===== src/rtl/lsu_mem_master.sv =====
// lsu_mem_master: load/store unit acting as initiator of a word-wide data
// memory port (combinational read, write on the clock edge).
// Byte/halfword/word loads and stores arrive over a valid/ready handshake.
// Sub-word stores are done as read-modify-write. Load data is extracted and
// sign- or zero-extended. Each accepted request gets exactly one response.
// Optional feature: define LSU_PERF_CNT_EN to build the load/store/error
// completion counters. Without it, cnt_*_o are tied to zero.
module lsu_mem_master #(
  parameter int DATA_WIDTH = 32,
  parameter int ADDR_WIDTH = 8
) (
  input  logic                  clock,
  input  logic                  reset,
  input  logic                  req_valid_i,
  output logic                  req_ready_o,
  input  logic                  req_we_i,
  input  logic [1:0]            req_size_i,
  input  logic                  req_signed_i,
  input  logic [ADDR_WIDTH+1:0] req_addr_i,
  input  logic [DATA_WIDTH-1:0] req_wdata_i,
  output logic                  resp_valid_o,
  input  logic                  resp_ready_i,
  output logic [DATA_WIDTH-1:0] resp_rdata_o,
  output logic                  resp_err_o,
  output logic [ADDR_WIDTH-1:0] mem_addr_o,
  output logic [DATA_WIDTH-1:0] mem_wdata_o,
  output logic                  mem_we_o,
  input  logic [DATA_WIDTH-1:0] mem_rdata_i,
  output logic [31:0]           cnt_load_o,
  output logic [31:0]           cnt_store_o,
  output logic [31:0]           cnt_err_o
);

  localparam logic [1:0] SZ_B = 2'b00;
  localparam logic [1:0] SZ_H = 2'b01;
  localparam logic [1:0] SZ_W = 2'b10;

  typedef enum logic [1:0] {
    S_IDLE = 2'd0,
    S_RD   = 2'd1,
    S_WR   = 2'd2,
    S_RESP = 2'd3
  } state_e;

  // Illegal size code or an address not aligned to the access size.
  function automatic logic req_illegal(input logic [1:0] size, input logic [1:0] off);
    logic bad;
    case (size)
      SZ_B:    bad = 1'b0;
      SZ_H:    bad = off[0];
      SZ_W:    bad = (off != 2'b00);
      default: bad = 1'b1;
    endcase
    return bad;
  endfunction

  // Select the addressed byte/halfword lane and extend it to a full word.
  function automatic logic [DATA_WIDTH-1:0] load_extract(
    input logic [DATA_WIDTH-1:0] word,
    input logic [1:0]            size,
    input logic [1:0]            off,
    input logic                  sgn
  );
    logic [DATA_WIDTH-1:0] byte_sh;
    logic [DATA_WIDTH-1:0] half_sh;
    logic [DATA_WIDTH-1:0] res;
    byte_sh = word >> {off, 3'b000};
    half_sh = word >> {off[1], 4'b0000};
    case (size)
      SZ_B:    res = {{(DATA_WIDTH-8){sgn & byte_sh[7]}}, byte_sh[7:0]};
      SZ_H:    res = {{(DATA_WIDTH-16){sgn & half_sh[15]}}, half_sh[15:0]};
      default: res = word;
    endcase
    return res;
  endfunction

  // Replace the addressed lane(s) of the old memory word with store data.
  function automatic logic [DATA_WIDTH-1:0] store_merge(
    input logic [DATA_WIDTH-1:0] word,
    input logic [15:0]           wdata,
    input logic [1:0]            size,
    input logic [1:0]            off
  );
    logic [DATA_WIDTH-1:0] mask;
    logic [DATA_WIDTH-1:0] data;
    case (size)
      SZ_B: begin
        mask = {{(DATA_WIDTH-8){1'b0}}, 8'hFF} << {off, 3'b000};
        data = {{(DATA_WIDTH-8){1'b0}}, wdata[7:0]} << {off, 3'b000};
      end
      SZ_H: begin
        mask = {{(DATA_WIDTH-16){1'b0}}, 16'hFFFF} << {off[1], 4'b0000};
        data = {{(DATA_WIDTH-16){1'b0}}, wdata} << {off[1], 4'b0000};
      end
      default: begin
        mask = '0;
        data = '0;
      end
    endcase
    return (word & ~mask) | (data & mask);
  endfunction

  state_e                  state_q, state_d;
  logic                    we_q, we_d;
  logic [1:0]              size_q, size_d;
  logic                    sgn_q, sgn_d;
  logic [ADDR_WIDTH+1:0]   addr_q, addr_d;
  logic [15:0]             wdata_q, wdata_d;
  logic [DATA_WIDTH-1:0]   rdata_q, rdata_d;
  logic                    err_q, err_d;
  logic [DATA_WIDTH-1:0]   mem_wdata_q, mem_wdata_d;
  logic                    mem_we_q, mem_we_d;

  // Next-state logic: request capture, memory read capture and write data build.
  always_comb begin
    state_d     = state_q;
    we_d        = we_q;
    size_d      = size_q;
    sgn_d       = sgn_q;
    addr_d      = addr_q;
    wdata_d     = wdata_q;
    rdata_d     = rdata_q;
    err_d       = err_q;
    mem_wdata_d = '0;
    mem_we_d    = 1'b0;
    case (state_q)
      S_IDLE: begin
        if (req_valid_i) begin
          we_d    = req_we_i;
          size_d  = req_size_i;
          sgn_d   = req_signed_i;
          addr_d  = req_addr_i;
          wdata_d = req_wdata_i[15:0];
          rdata_d = '0;
          if (req_illegal(req_size_i, req_addr_i[1:0])) begin
            err_d   = 1'b1;
            state_d = S_RESP;
          end else if (req_we_i && (req_size_i == SZ_W)) begin
            // Full-word store needs no read of the old contents.
            err_d       = 1'b0;
            mem_wdata_d = req_wdata_i;
            mem_we_d    = 1'b1;
            state_d     = S_WR;
          end else begin
            err_d   = 1'b0;
            state_d = S_RD;
          end
        end else begin
          state_d = S_IDLE;
        end
      end
      S_RD: begin
        if (we_q) begin
          mem_wdata_d = store_merge(mem_rdata_i, wdata_q, size_q, addr_q[1:0]);
          mem_we_d    = 1'b1;
          state_d     = S_WR;
        end else begin
          rdata_d = load_extract(mem_rdata_i, size_q, addr_q[1:0], sgn_q);
          state_d = S_RESP;
        end
      end
      S_WR: begin
        state_d = S_RESP;
      end
      S_RESP: begin
        if (resp_ready_i) begin
          state_d = S_IDLE;
        end else begin
          state_d = S_RESP;
        end
      end
      default: begin
        state_d = S_IDLE;
      end
    endcase
  end

  // State and datapath registers with synchronous reset.
  always_ff @(posedge clock) begin
    if (reset) begin
      state_q     <= S_IDLE;
      we_q        <= 1'b0;
      size_q      <= 2'b00;
      sgn_q       <= 1'b0;
      addr_q      <= '0;
      wdata_q     <= 16'h0000;
      rdata_q     <= '0;
      err_q       <= 1'b0;
      mem_wdata_q <= '0;
      mem_we_q    <= 1'b0;
    end else begin
      state_q     <= state_d;
      we_q        <= we_d;
      size_q      <= size_d;
      sgn_q       <= sgn_d;
      addr_q      <= addr_d;
      wdata_q     <= wdata_d;
      rdata_q     <= rdata_d;
      err_q       <= err_d;
      mem_wdata_q <= mem_wdata_d;
      mem_we_q    <= mem_we_d;
    end
  end

  assign req_ready_o  = (state_q == S_IDLE);
  assign resp_valid_o = (state_q == S_RESP);
  assign resp_rdata_o = rdata_q;
  assign resp_err_o   = err_q;
  assign mem_addr_o   = addr_q[ADDR_WIDTH+1:2];
  assign mem_wdata_o  = mem_wdata_q;
  // A reset arriving during the write cycle must cancel that write.
  assign mem_we_o     = mem_we_q & ~reset;

`ifdef LSU_PERF_CNT_EN
  logic        resp_hs_s;
  logic [31:0] cnt_load_q;
  logic [31:0] cnt_store_q;
  logic [31:0] cnt_err_q;

  assign resp_hs_s = resp_valid_o & resp_ready_i;

  // Completion counters, bumped on the response handshake by request kind.
  always_ff @(posedge clock) begin
    if (reset) begin
      cnt_load_q  <= 32'h0000_0000;
      cnt_store_q <= 32'h0000_0000;
      cnt_err_q   <= 32'h0000_0000;
    end else if (resp_hs_s) begin
      if (err_q) begin
        cnt_err_q <= cnt_err_q + 32'h0000_0001;
      end else if (we_q) begin
        cnt_store_q <= cnt_store_q + 32'h0000_0001;
      end else begin
        cnt_load_q <= cnt_load_q + 32'h0000_0001;
      end
    end else begin
      cnt_load_q  <= cnt_load_q;
      cnt_store_q <= cnt_store_q;
      cnt_err_q   <= cnt_err_q;
    end
  end

  assign cnt_load_o  = cnt_load_q;
  assign cnt_store_o = cnt_store_q;
  assign cnt_err_o   = cnt_err_q;
`else
  assign cnt_load_o  = 32'h0000_0000;
  assign cnt_store_o = 32'h0000_0000;
  assign cnt_err_o   = 32'h0000_0000;
`endif

endmodule


===== config.mk =====
export PLATFORM = sky130hd
export DESIGN_NAME = lsu_mem_master
export DESIGN_NICKNAME = d
export VERILOG_FILES = /design/src/rtl/lsu_mem_master.sv
export SDC_FILE = /design/constraint.sdc
export NUM_CORES = 1
export LEC_CHECK = 0
export CAP_MARGIN = 30
export CORE_ASPECT_RATIO = 1.5
export CORE_MARGIN = 5
export CORE_UTILIZATION = 42
export CTS_CLUSTER_DIAMETER = 150
export DETAILED_ROUTE_END_ITERATION = 8
export GPL_ROUTABILITY_DRIVEN = 0
export PLACE_DENSITY = 0.81
export SKIP_CTS_REPAIR_TIMING = 1
export SYNTH_ARGS = -nofsm -noshare
export SYNTH_HDL_FRONTEND = slang
export SYNTH_SLANG_ARGS = --single-unit

===== constraint.sdc =====
create_clock -name clock -period 1.85 [get_ports clock]
set_input_delay 0.37 -clock clock [delete_from_list [all_inputs] [get_ports clock]]
set_output_delay 0.37 -clock clock [all_outputs]
set_load 0.01 [all_outputs]

==> impl_metrics.tcl <==
set metrics [dict create \
    final_layout_size_suffix_gt1_share_pct 11.17 \
    drc_errors 0 \
    ant_nets 0 \
    cp_num_buf_inv 2 \
    cts.sinks 98 \
    timing.rr.end "resp_rdata_o[15]" \
    clockRootBuffer "clkbuf_16" \
    dieArea_um2 15250 \
    timing.fmax_mhz 556.7 \
    vias_per_cell 5.245 \
    synth_top_area_share_pct 36.39 \
    cts.clk_slew.worst_paths_ns 0.07 \
    yosysTopAreaCell "dfxtp_1" \
    crit_required_ns 2.14 \
    n_fill_cell 1152 \
    grtUsageMet3_pct 5.194 \
    asyncSetResetFlopFracSynth_pct 0 \
    start_util_pct 43.09 \
    syn_area_um2 5391 \
    cp.arrival_ns 2.09 \
    hp-class "flip-flop to flip-flop" \
    gr-max-usage-layer "met2" \
    syn_inst 643 \
    dpl-instance-area_um2 7033 \
    register_area_um2 1963 \
    status "completed" \
    drt_iter0_markers 437 \
    cpPeakStageDelay_ns 0.56 \
    ir_drop_mv 0.4846 \
    setup_slack_ns 0.05369 \
    core_area_um2 12510 \
    yosysSeqAreaShare_pct 36.39 \
    path_delay_family "buffers and inverters" \
    ios 254 \
    synth-xor-area-share_pct 0 \
    grt_pass1_wl_um 25720 \
    post-place-ws_ns -0.3251 \
    synth.avg_cell_area_um2 8.385 \
    ys_top_cells_by_area "dfxtp_1 (36%), buf_4 (15%), nand2_1 (7.2%)" \
    cp_num_cells 6 \
    synth_top_family_by_area "compound AO/OA/AOI/OAI gates" \
    finalHoldViolCount 0 \
    yosys_register_bits 98 \
    routed_wl_um 17160 \
    synth_common_cells "buf_4 (105), nand2_1 (104), dfxtp_1 (98)" \
    min_period_ns 1.796 \
    cellPowerDensity_nw_per_um2 837.1 \
    via_count 5140 \
    path_cells "clkdlybuf4s50_1, mux2i_1, or3_4, a2111oi_4, buf_12, a221o_1" \
    grt_usage_pct 21.69 \
    overflow 0 \
    place_hpwl_um 13270 \
    fp.dieW_um 102.5 \
    clockBufferDepth 2 \
    slew_viol_final 0 \
    power_leakage_nw 3.060 \
    synth_compound_area_share_pct 24.99 \
    synth.most_common_cell "buf_4" \
    crit_path_top_delay_cell "clkdlybuf4s50_1" \
    yosys_warnings 0 \
    critPathLaunch "mem_rdata_i[7]" \
    synthSimpleGateAreaFrac_pct 15.71 \
    cts_made_buffers 9 \
    grtUsageMet1_pct 23.83 \
    cp_max_fo 16 \
    firstDrtPassIters 6 \
    r2r_cells 6 \
    crit_end "resp_rdata_o[18]" \
    r2r-start "addr_q[1]" \
    post-route-period-util_pct 97.10 \
    finish.utilization_pct 59.24 \
    rsz0062_at_grt "no" \
    fp.dieH_um 148.8 \
    stdcell_area_um2 7412 \
    antenna_cells 0 \
    cp-start-kind "input port" \
    hold_depth 2 \
    rrSetupSlack_ns 0.08 \
    clock_latency_ns 0.35 \
    antenna_found_initial 0 \
    layout.nets 901 \
    synthFlopType "dfxtp_1" \
    muxShareOfSynthArea_pct 3.365 \
    clock_skew_ns 0.008364 \
    wl_per_cell_um 17.51 \
    rows 50 \
    end_kind "flip-flop" \
    area_delta_synth_final_pct 37.48 \
    synth_cell_types 44 \
    grtUsageMet2_pct 37.81 \
    grt_pass1_vias 4961 \
    cts_tree "built" \
    setup_violations 0 \
    maxCapViolCount 0 \
    port_buffers 157 \
    worstSetupPathType "input port to flip-flop" \
    finalPower_mw 6.205 \
    synth_edf_count 0 \
    grt_max_degree 33 \
    yosys.area_share.adder_pct 0 \
    multi_input_area_um2 2758 \
    h-tree-depth 3 \
]
==> layer usage <==
layer,vias up,share of wire [%]
li1,2421,-
met2,321,50
met1,2347,35
met5,-,0
met4,0,5.0
met3,51,10
==> through the flow <==
stage                     std cells  TNS (ns)  hold slack (ns)
after floorplan                 738         0           0.4312
final                           980         0           0.4491
after global routing            980         0           0.4708
after CTS                       980   -0.3418           0.4540
after detailed placement        964    -17.22           0.4453
after global placement          963    -19.47           0.4379
==> cell type report <==
cell class | count | share of cell area (%)
clock inverter | 6 | 1.519
timing repair buffer | 221 | 28.63
inverter | 6 | 0.3038
sequential | 98 | 26.49
multi-input combinational | 483 | 37.20
tap | 156 | 2.633
clock buffer | 10 | 3.224
==> cells by family after synthesis <==
group / after synthesis
other cells: 1
compound gates: 193
simple gates: 176
mux: 18
flops: 98
buf+inv: 157
==> how the worst min path moves through the flow <==
stage / start / endpoint
floorplan: wdata_q[10] / wdata_q[10]
global placement: wdata_q[14] / wdata_q[14]
detailed placement: wdata_q[8] / wdata_q[8]
CTS: wdata_q[8] / wdata_q[8]
global route: wdata_q[15] / wdata_q[15]
finish: wdata_q[8] / wdata_q[8]
==> worst register-to-register path, stage by stage, from the launching register on <==
cell      delay [ns]
dfxtp_1         0.47
buf_4           0.21
mux2i_1         0.27
o32ai_2         0.12
buf_4           0.17
a211oi_1        0.31
o41ai_2         0.12
==> state kept, by name, summed over array words and instances, names as in the netlist <==
register and cells:
mem_wdata_o 32, resp_rdata_o 32, wdata_q 16, addr_q 10, size_q 2, state_q 2, mem_we_q 1, resp_err_o 1
sgn_q 1, we_q 1
==> cells in the final DEF (no fill, tap or decap), types with 9 or more instances in the layout <==
cell | synthesis | routed
o22ai_1 | 15 | 15
o2bb2ai_1 | 23 | 23
conb_1 | 1 | 96
dfxtp_1 | 98 | 97
nor2b_1 | 11 | 10
nand2b_1 | 29 | 29
mux2i_1 | 17 | 17
a21o_1 | 17 | 17
o21ai_0 | 18 | 18
clkdlybuf4s50_1 | 0 | 154
buf_4 | 105 | 59
clkbuf_16 | 0 | 9
a21oi_1 | 63 | 63
a221o_1 | 16 | 16
a221oi_1 | 17 | 16
nand2_1 | 104 | 104
==> report_power, final <==
group / internal, mW / switching, mW / total, mW
Combinational: 0.757 / 0.924 / 1.68
Clock: 1.36 / 0.831 / 2.20
Sequential: 2.24 / 0.0849 / 2.33
Note: power is estimated with default switching activity, not from simulation.
